==> config.mk <==
export PLATFORM = sky130hd
export DESIGN_NAME = uart_tx_fifo
export DESIGN_NICKNAME = d
export VERILOG_FILES = /design/src/rtl/uart_tx_fifo.sv
export SDC_FILE = /design/constraint.sdc
export NUM_CORES = 1
export LEC_CHECK = 0
export ABC_AREA = 1
export CORE_MARGIN = 10
export CORE_UTILIZATION = 50
export DETAILED_ROUTE_END_ITERATION = 12
export PLACE_DENSITY_LB_ADDON = 0.1
export SLEW_MARGIN = 20
export SYNTH_ARGS = -nofsm -noshare
export SYNTH_HDL_FRONTEND = slang
export SYNTH_SLANG_ARGS = --single-unit
==> constraint.sdc <==
create_clock -name sysclk -period 4 [get_ports sysclk]
set_input_delay 0.8 -clock sysclk [delete_from_list [all_inputs] [get_ports sysclk]]
set_output_delay 0.8 -clock sysclk [all_outputs]
set_load 0.02 [all_outputs]
==> src/rtl/uart_tx_fifo.sv <==
`default_nettype none
// ============================================================================
// Module      : uart_tx_fifo
// Description : 8N1 UART transmitter fed by a small valid/ready byte FIFO.
// Revision    : 1.0 - initial release
// ============================================================================
module uart_tx_fifo #(
    parameter int CLK_FREQ   = 50000000,
    parameter int BAUD       = 9600,
    parameter int BAUD_DIV   = CLK_FREQ / BAUD,
    parameter int FIFO_DEPTH = 4
) (
    input  logic                          sysclk,
    input  logic                          reset,
    input  logic [7:0]                    tx_data,
    input  logic                          tx_valid,
    output logic                          tx_ready,
    output logic                          UART_TX,
    output logic                          tx_busy,
    output logic [$clog2(FIFO_DEPTH):0]   fifo_count
);

    localparam int c_AW = $clog2(FIFO_DEPTH);
    localparam int c_CW = $clog2(BAUD_DIV);

    localparam logic [c_AW:0]   c_FULL      = (c_AW + 1)'(FIFO_DEPTH);
    localparam logic [c_CW-1:0] c_BAUD_LAST = c_CW'(BAUD_DIV - 1);

    localparam logic [1:0] S_IDLE  = 2'd0;
    localparam logic [1:0] S_START = 2'd1;
    localparam logic [1:0] S_DATA  = 2'd2;
    localparam logic [1:0] S_STOP  = 2'd3;

    logic [7:0]      r_mem [FIFO_DEPTH];
    logic [c_AW-1:0] r_wptr;
    logic [c_AW-1:0] r_rptr;
    logic [c_AW:0]   r_count;

    logic [1:0]      r_state;
    logic [c_CW-1:0] r_baud_cnt;
    logic [2:0]      r_bit_idx;
    logic [7:0]      r_shift;
    logic            r_tx;

    logic w_push;
    logic w_pop;
    logic w_bit_end;

    // Ready comes from the registered count only, so a full FIFO never
    // accepts a byte even on a cycle where the head is being popped.
    assign tx_ready   = (r_count != c_FULL);
    assign w_push     = tx_valid & tx_ready;
    assign w_pop      = (r_state == S_IDLE) && (r_count != '0);
    assign w_bit_end  = (r_baud_cnt == c_BAUD_LAST);

    assign UART_TX    = r_tx;
    assign fifo_count = r_count;
    assign tx_busy    = (r_state != S_IDLE) || (r_count != '0);

    always_ff @(posedge sysclk) begin
        if (w_push) begin
            r_mem[r_wptr] <= tx_data;
        end
    end

    always_ff @(posedge sysclk or posedge reset) begin
        if (reset) begin
            r_wptr  <= '0;
            r_rptr  <= '0;
            r_count <= '0;
        end else begin
            if (w_push) begin
                r_wptr <= r_wptr + 1'b1;
            end
            if (w_pop) begin
                r_rptr <= r_rptr + 1'b1;
            end
            case ({w_push, w_pop})
                2'b10:   r_count <= r_count + 1'b1;
                2'b01:   r_count <= r_count - 1'b1;
                default: r_count <= r_count;
            endcase
        end
    end

    // The line is driven from the state held before each edge, so it lags
    // the FSM by one cycle and each symbol lasts exactly BAUD_DIV cycles.
    always_ff @(posedge sysclk or posedge reset) begin
        if (reset) begin
            r_state    <= S_IDLE;
            r_baud_cnt <= '0;
            r_bit_idx  <= '0;
            r_shift    <= '0;
            r_tx       <= 1'b1;
        end else begin
            case (r_state)
                S_IDLE: begin
                    r_tx <= 1'b1;
                    if (w_pop) begin
                        r_shift    <= r_mem[r_rptr];
                        r_baud_cnt <= '0;
                        r_state    <= S_START;
                    end
                end
                S_START: begin
                    r_tx <= 1'b0;
                    if (w_bit_end) begin
                        r_baud_cnt <= '0;
                        r_bit_idx  <= '0;
                        r_state    <= S_DATA;
                    end else begin
                        r_baud_cnt <= r_baud_cnt + 1'b1;
                    end
                end
                S_DATA: begin
                    r_tx <= r_shift[r_bit_idx];
                    if (w_bit_end) begin
                        r_baud_cnt <= '0;
                        if (r_bit_idx == 3'd7) begin
                            r_state <= S_STOP;
                        end else begin
                            r_bit_idx <= r_bit_idx + 1'b1;
                        end
                    end else begin
                        r_baud_cnt <= r_baud_cnt + 1'b1;
                    end
                end
                S_STOP: begin
                    r_tx <= 1'b1;
                    if (w_bit_end) begin
                        r_baud_cnt <= '0;
                        r_state    <= S_IDLE;
                    end else begin
                        r_baud_cnt <= r_baud_cnt + 1'b1;
                    end
                end
                default: begin
                    r_tx    <= 1'b1;
                    r_state <= S_IDLE;
                end
            endcase
        end
    end

endmodule
`default_nettype wire

==> results of run 1 <==
[cell type report]
class	instances	area, um^2	area share [%]
multi-input combinational	222	1160	32.2
clock inverter	7	93.8	2.60
clock buffer	9	124	3.43
tap	77	96.3	2.67
timing repair buffer	17	168	4.64
sequential	66	1810	50.2
inverter	41	154	4.26
[synth_stat cells]
cell type,n,share of area [%]
nand2_2,3,0.59
edfxtp_1,32,30
xor2_1,5,1.4
nand4_1,7,1.4
nand2_1,61,7.2
nor2_1,52,6.1
nor3_1,4,0.63
dfstp_2,1,0.82
inv_2,3,0.35
fa_1,1,0.63
nor2_2,5,0.98
inv_1,38,4.5
a21oi_1,5,0.79
xnor2_1,1,0.27
o21ai_0,41,6.4
buf_2,4,0.63
nand3_2,3,0.94
a21oi_4,1,0.51
ha_1,13,5.1
nor3_4,1,0.51
buf_4,2,0.47
nand3_1,18,2.8
dfrtp_1,33,26
buf_6,2,0.71
or2_2,1,0.20
[registers in the layout, summed over array words and instances, names as in the netlist]
register and flops:
r_mem 32, fifo_count 3, r_baud_cnt 13, r_shift 8, r_bit_idx 3, r_wptr 2, r_state 2, r_rptr 2
UART_TX 1
[final timing paths]
path / to / cells after the start / slack (ps) / startpoint
worst max-delay path: tx_busy / 4 / 1110 / r_state[1]
worst min-delay path: r_baud_cnt[1] / 2 / 520 / r_baud_cnt[1]
worst max register to register: fifo_count[2] / 10 / 1730 / r_state[1]
worst min register to register: r_baud_cnt[1] / 2 / 520 / r_baud_cnt[1]
max in group asynchronous: r_rptr[1] / 3 / 2390 / reset
min in group asynchronous: r_baud_cnt[10] / 2 / 920 / reset
[metrics by stage]
step                      power [mW]  hold WS, ps  util (%)
after floorplan                 1.02          475         -
after global placement          1.12          500      54.1
after detailed placement        1.12          499      54.1
after CTS                       1.73          520      57.5
after global routing            1.81          556      57.5
final                           1.71          518      57.5
[cells by family (layout without fill, tap and decap cells)]
logic type | count (synthesis) | after routing | share of synthesized area (%)
DFF | 66 | 66 | 56.9
buffers and inverters | 49 | 74 | 6.64
xor gates and xnor gates | 6 | 6 | 1.65
AOI/OAI and AO/OA | 47 | 47 | 7.73
adders and majority gates | 14 | 14 | 5.73
and+or+nand+nor | 155 | 155 | 21.4
[per-layer routing]
layer / track usage, % / vias up / wire [um] / part of all wire, %
li1: - / 1141 / - / -
met1: 16.8 / 996 / 2840 / 49
met2: 18.4 / 43 / 2670 / 46
met3: 4.19 / 4 / 286 / 4.9
met4: 5.07 / 0 / 46 / 0.79
met5: 0 / - / 0 / 0
[critical path: stages, from the launching register on]
cell             delay, ps
dfrtp_1                420
inv_1                  110
ha_1                   200
nand3_2                350
clkdlybuf4s50_1        670
[power breakdown]
part           switching (mW)  total, mW  leakage, nW  internal, mW
sequential             0.0362      0.847        0.714         0.810
combinational           0.159      0.255        0.743        0.0959
clock                   0.264      0.613        0.105         0.349
total                   0.459       1.71         1.56          1.26
==> run_results.csv, run 1 <==
group,metric,value,unit
cells_and_area,final_layout_size_suffix_gt1_share,9.67,%
placed_design,dp_worst_setup_slack,1450,ps
min_path,min_path_type,"reg -> reg",
synthesis,syn_avg_cell_area,9.46,um^2
route,ant_nets,0,
synthesis,yosysSeqAreaShare,56.9,%
critical_path,crit_fanout,23,
placed_design,dp_hpwl,4160,um
die,core-area,6280,um^2
placed_design,place_area,3390,um^2
timing,max_freq,346,MHz
timing,period_share,72.2,%
placed_design,numPortBuffers,16,
critical_path,critical_path_required,3200,ps
synthesis,syn_nets,362,
die,dieArea,9970,um^2
clocking,cts_setup_buffers,0,
critical_path,crit_type,"reg -> out",
global_route,antenna_found_initial,0,
cells_and_area,num-fill-cells,546,
timing,setup_viol,0,
global_route,grt_start_max_net_pins,24,
route,vias_per_cell,4.97,
synthesis,ys_types,25,
route,wl_per_cell,13.3,um
cells_and_area,syn_to_final_growth,13.3,%
timing,fin_tns_setup,0,ps
cells_and_area,diodes,0,
timing,fin_skew,9.77,ps
route,vias,2184,
synthesis,yosys_warnings,0,
timing,worst_slew_pin_slew,805,ps
pwr,powerDensity,475,nW/um^2
pwr,p_leak,1.56,nW
global_route,grt_pass1_wl,10200,um
clocking,cts_tree,"yes",
critical_path,critPathLaunchType,"flop",
route,drt_iter0_markers,101,
die,start_util,50.8,%
die,die_w,99.8,um
timing,hold_viol,0,
timing,period_needed,2890,ps
clocking,clk_pin_slew,80,ps
die,rows,29,
timing,slew_viol_final,0,
cells_and_area,finish.cell_count_without_fillers,439,
clocking,ctsLongestPathBuffers,2,
global_route,grt_pass1_vias,2199,
cells_and_area,design_area,3610,um^2
route,drc_errors,0,
clocking,cts_resized,0,
critical_path,cp-end-kind,"output pin",
pwr,ir_drop,0.000452,V
timing,max_slew_margin,46.3,%
clocking,htree_levels,3,
global_route,grt-ovfl-total,0,
clocking,clk_latency,340,ps
synthesis,ys_ff_latch,66,
critical_path,cp.arrival,2090,ps
cells_and_area,nets,382,
clocking,cts_made_buffers,9,
cells_and_area,final_common_cell,"nand2_1",
route,wl,5840,um
placed_design,placedCellCount,423,
synthesis,syn-cell-area,3190,um^2
die,ios,17,
clocking,clock-sinks,66,
timing,setup_ws,1110,ps
placed_design,place_congestion,0.786,
global_route,grt.total_usage,12.6,%
timing,rsz0062_at_grt,"false",
clocking,hold_buffers,0,
job,drv_cap,0,
synthesis,syn_inst,337,
die,die_h,99.8,um
status,status,"completed",
clocking,cts_root_buf,"clkbuf_8",
route,first_pass_iters,4,
cells_and_area,layout_common_cells,"nand2_1, nor2_1, o21ai_0",
Power figures use the tool's default switching activity.
==> inputs of run 2 (changes only) <==
==> constraint.sdc (replaced) <==
create_clock -name sysclk -period 2.68 [get_ports sysclk]
set_input_delay 0.536 -clock sysclk [delete_from_list [all_inputs] [get_ports sysclk]]
set_output_delay 0.536 -clock sysclk [all_outputs]
set_load 0.02 [all_outputs]
==> run 2 against run 1 <==
Against the previous run:
- core utilization shrank 0.12 points
- first-iteration DRC count grew 33%
- via count is 0.18% higher
- routed wire length up 3.3%
- global-route usage is 0.13 points higher
- setup slack worse by 720 ps
- final cell count is 0.46% higher
- non-clock buffer count up 2
- sequential share of layout area is 0.10 points higher
- cell area shrank 0.21%
- critical path type unchanged
- critical endpoint unchanged
- highest routed layer unchanged
==> run_results.csv, run 2 (synthesized netlist as in run 1, its figures left out) <==
group,metric,value,unit
pwr,powerDensity,684,nW/um^2
clocking,cts_root_buf,"clkbuf_8",
critical_path,crit_type,"reg -> out",
critical_path,cpLargestDelayFamily,"buffers and inverters",
route,vias,2188,
route,ant_nets,0,
critical_path,crit_buf_inv,2,
route,first_pass_iters,4,
clocking,htree_levels,3,
critical_path,cp-end-kind,"output pin",
cells_and_area,nets,384,
die,die_w,99.8,um
clocking,clk_latency,330,ps
timing,setup_ws,389,ps
clocking,hold_buffers,0,
timing,fin_skew,6.26,ps
clocking,cts_tree,"yes",
placed_design,placedCellCount,425,
pwr,ir_drop,0.000560,V
status,status,"completed",
die,die_h,99.8,um
timing,whs,520,ps
placed_design,place_area,3410,um^2
cells_and_area,design_area,3600,um^2
timing,max_slew_margin,53.3,%
cells_and_area,largest_reg_flops,32,
critical_path,worstPathCellList,"inv_1 > ha_1 > nand3_2 > clkdlybuf4s50_1",
clocking,clk_pin_slew,70,ps
clocking,cts_made_buffers,9,
pwr,p_leak,1.56,nW
timing,hold_viol,0,
timing,period_share,85.5,%
cells_and_area,largest_register,"r_mem",
critical_path,critPathCapture,"tx_busy",
critical_path,critPathLaunchType,"flop",
placed_design,dp_hpwl,4300,um
global_route,grt_pass1_vias,2051,
clocking,ctsLongestPathBuffers,2,
die,ios,17,
global_route,grt_pass1_wl,10100,um
clocking,cts_setup_buffers,0,
placed_design,numPortBuffers,16,
min_path,hp-start,"r_baud_cnt[1]",
cells_and_area,final_layout_size_suffix_gt1_share,9.89,%
clocking,clock-sinks,66,
timing,max_freq,436,MHz
global_route,grt_start_max_net_pins,35,
min_path,min_path_type,"reg -> reg",
cells_and_area,final_common_cell,"nand2_1",
timing,fin_tns_setup,0,ps
critical_path,critical_path_required,2140,ps
route,wl,6040,um
critical_path,reg2reg_slack,470,ps
global_route,antenna_found_initial,0,
timing,period_needed,2290,ps
die,rows,29,
die,dieArea,9970,um^2
cells_and_area,diodes,0,
critical_path,cp.arrival,1750,ps
cells_and_area,finish.cell_count_without_fillers,441,
die,start_util,50.8,%
global_route,grt.total_usage,12.7,%
pwr,power.total,2.46,mW
route,wl_per_cell,13.7,um
critical_path,max_stage_delay,610,ps
timing,setup_viol,0,
critical_path,r2r_end,"fifo_count[2]",
critical_path,r2r_start,"r_state[0]",
route,vias_per_cell,4.96,
cells_and_area,syn_to_final_growth,13.1,%
clocking,cts_resized,0,
critical_path,startpoint,"r_state[0]",
global_route,grt-ovfl-total,0,
placed_design,dp_worst_setup_slack,423,ps
critical_path,worst-path-stages,4,
cells_and_area,final_core_util,57.4,%
timing,rsz0062_at_grt,"false",
route,drt_iter0_markers,134,
critical_path,crit_fanout,4,
critical_path,cp_slowest_cell,"clkdlybuf4s50_1",
die,core-area,6280,um^2
timing,slew_viol_final,0,
cells_and_area,top_regs,"r_mem (32), r_baud_cnt (13), r_shift (8)",
job,drv_cap,0,
timing,worst_slew_pin_slew,698,ps
critical_path,r2r_cells,10,
cells_and_area,layout_common_cells,"nand2_1, nor2_1, o21ai_0",
route,drc_errors,0,
placed_design,place_congestion,0.834,
run 2: cell types whose count changed in the layout (fill, tap and decap cells not counted), sizes merged:
cell / change
buf: +2
bufinv: -1
clkbuf: +1
run 2: worst min-delay path by stage:
stage | slack [ps] | cells after the start | endpoint
2_1_floorplan | 480 | 2 | r_baud_cnt[1]
3_3_place_gp | 500 | 2 | r_baud_cnt[1]
3_5_place_dp | 510 | 2 | r_baud_cnt[1]
4_1_cts | 530 | 2 | r_baud_cnt[1]
5_1_grt | 560 | 2 | r_baud_cnt[1]
6_report | 520 | 2 | r_baud_cnt[1]
run 2: layout make-up:
class                           instances  area [um^2]
Clock inverter                          6         67.6
Fill cell                             546         2670
Multi-Input combinational cell        222         1160
Inverter                               41          154
Clock buffer                           10          128
Timing Repair Buffer                   19          183
Sequential cell                        66         1810
Tap cell                               77         96.3
run 2: routing by layer:
layer  part of all wire, %  track usage (%)  vias to the layer above
li1                      -                -                     1140
met1                    52             18.9                     1003
met2                    41             16.5                       43
met3                   5.7             3.78                        2
met4                  0.51             5.62                        0
met5                     0                0                        -
run 2: power by group:
part / switching, mW / total [mW] / leakage, nW / internal [mW]
registers: 0.0537 / 1.26 / 0.714 / 1.21
logic: 0.238 / 0.385 / 0.752 / 0.147
clock network: 0.385 / 0.816 / 0.0925 / 0.431
total: 0.677 / 2.46 / 1.56 / 1.79
run 2: worst reg2reg max path, cell delays in order (launching register included):
cell and delay, ps:
dfrtp_1 410, inv_1 120, ha_1 200, nand2_1 90, inv_2 220, ha_1 200
inv_1 60, fa_1 370, a21oi_1 130, o21ai_0 120, xor2_1 160
==> inputs of run 3 (changes only) <==
--- a/config.mk
+++ b/config.mk
@@ -7,7 +7,7 @@
 export LEC_CHECK = 0
 export ABC_AREA = 1
 export CORE_MARGIN = 10
-export CORE_UTILIZATION = 50
+export CORE_UTILIZATION = 59
 export DETAILED_ROUTE_END_ITERATION = 12
 export PLACE_DENSITY_LB_ADDON = 0.1
 export SLEW_MARGIN = 20
==> run 3 against run 2 <==
Against the previous run:
- combinational power increased by 5%
- maximum frequency decreased by 3.3%
- setup slack got worse by 78 ps
- clock skew increased by 2.5 ps
- cell area increased by 0.21%
- routed wire length decreased by 2.1%
- register-to-register slack about the same
- sequential power about the same
- final cell count decreased by 1.1%
- worst hold slack improved by 3.5 ps
- global-route usage increased by 2.2 points
- critical path depth unchanged
- critical endpoint unchanged
==> run_results.csv, run 3 (synthesized netlist as in run 1, its figures left out) <==
group,metric,value,unit
status,status,"completed",
critical_path,cp-end-kind,"output pin",
timing,period_needed,2370,ps
critical_path,cp_slowest_cell,"clkdlybuf4s50_1",
global_route,grt.total_usage,14.9,%
pwr,pwr-share-clk,32.9,%
cells_and_area,diodes,0,
die,rows,26,
cells_and_area,design_area,3610,um^2
pwr,combPwrFrac,16.3,%
route,vias,2279,
clocking,cts_made_buffers,9,
timing,worst_slew_pin_slew,665,ps
cells_and_area,multi_input_area,1160,um^2
timing,setup_viol,0,
critical_path,cp.arrival,1830,ps
route,drc_errors,0,
placed_design,place_congestion,0.862,
pwr,switching_share,26.8,%
route,drt_iter0_markers,128,
timing,fin_skew,8.78,ps
clocking,hold_buffers,0,
die,start_util,61.6,%
min_path,min_path_type,"reg -> reg",
critical_path,critPathLaunchType,"flop",
timing,period_share,88.4,%
cells_and_area,nets,386,
route,wl_per_cell,13.6,um
pwr,ir_drop,0.000643,V
global_route,grt-ovfl-total,0,
timing,max_slew_margin,55.5,%
clocking,clk_latency,330,ps
cells_and_area,num-fill-cells,397,
die,die_w,93.5,um
global_route,antenna_found_initial,0,
route,vias_per_cell,5.23,
clocking,cts_setup_buffers,0,
pwr,p_leak,1.57,nW
pwr,p_int,1.82,mW
placed_design,dp_hpwl,4280,um
clocking,cts_tree,"yes",
clocking,htree_levels,3,
timing,slew_viol_final,0,
cells_and_area,final_common_cell,"nand2_1",
pwr,powerDensity,688,nW/um^2
die,dieArea,8740,um^2
timing,max_freq,422,MHz
critical_path,worstPathCellList,"inv_1 > ha_1 > nand3_2 > clkdlybuf4s50_1",
die,die_h,93.5,um
route,wl,5910,um
cells_and_area,final_layout_size_suffix_gt1_share,10.1,%
clocking,clk_pin_slew,60,ps
timing,fin_tns_setup,0,ps
cells_and_area,largest_register,"r_mem",
die,ios,17,
cells_and_area,top_regs,"r_mem (32), r_baud_cnt (13), r_shift (8)",
cells_and_area,syn_to_final_growth,13.3,%
critical_path,crit_type,"reg -> out",
global_route,grt_pass1_wl,10400,um
clocking,cts_root_buf,"clkbuf_8",
cells_and_area,largest_reg_flops,32,
global_route,grt_pass1_vias,2218,
placed_design,numPortBuffers,16,
cells_and_area,final-seq-area,1810,um^2
critical_path,max_stage_delay,630,ps
global_route,grt_start_max_net_pins,35,
critical_path,critical_path_required,2140,ps
timing,rsz0062_at_grt,"false",
route,first_pass_iters,4,
pwr,switching_power,0.665,mW
die,core-area,5170,um^2
job,drv_cap,0,
clocking,clock-sinks,66,
clocking,cts_resized,0,
pwr,pwr-share-seq,50.9,%
critical_path,reg2reg_slack,460,ps
placed_design,place_area,3410,um^2
cells_and_area,layout_common_cells,"nand2_1, nor2_1, o21ai_0",
timing,hold_viol,0,
clocking,ctsLongestPathBuffers,2,
critical_path,crit_fanout,6,
route,ant_nets,0,
-- run 3: final cells by class --
class	count	share of cell area, %
clock inverter	5	1.52
clock buffer	11	3.92
timing repair buffer	21	5.47
sequential	66	50.2
inverter	41	4.26
multi-input combinational	222	32.2
tap	70	2.43
-- run 3: critical path: cells and delay by family, from the launching register on --
family | cells | cell delay, ps
adder cells (fa/ha/maj) | 1 | 240
AND/OR/NAND/NOR | 1 | 140
flip-flops | 1 | 400
buffers and inverters | 2 | 730
-- run 3: stage by stage --
stage / power [mW] / hold WS, ps / utilization (%) / instances / worst slack, ps
6_report: 2.48 / 523 / 69.8 / 436 / 311
2_1_floorplan: 1.52 / 475 / - / 337 / 599
5_1_grt: 2.62 / 562 / 69.8 / 436 / 240
4_1_cts: 2.51 / 522 / 69.8 / 436 / 279
3_3_place_gp: 1.67 / 495 / 66.0 / 420 / 448
3_5_place_dp: 1.69 / 506 / 66.0 / 420 / 403
-- run 3: path summary, 6_finish.rpt --
kind,endpoint,cells after the start,start
worst min register to register,r_baud_cnt[1],2,r_baud_cnt[1]
min in group asynchronous,r_wptr[0],3,reset
worst max-delay path,tx_busy,4,r_state[0]
max in group asynchronous,UART_TX,3,reset
worst max register to register,fifo_count[2],10,r_state[0]
worst min-delay path,r_baud_cnt[1],2,r_baud_cnt[1]
-- run 3: power by group through the flow --
stage               clock [mW]  sequential, mW  combinational (mW)
global placement             0            1.28               0.395
detailed placement           0            1.28               0.409
finish                   0.817            1.26               0.404
CTS                      0.831            1.26               0.413
floorplan                    0            1.30               0.214
global route             0.874            1.28               0.469
-- run 3: per-layer routing --
layer | vias up | global-route usage [%] | routed length (um)
met2 | 53 | 21.9 | 2660
met4 | 0 | 6.81 | 93
met5 | - | 0 | 0
met1 | 1066 | 19.6 | 2810
met3 | 9 | 4.56 | 352
li1 | 1151 | - | -
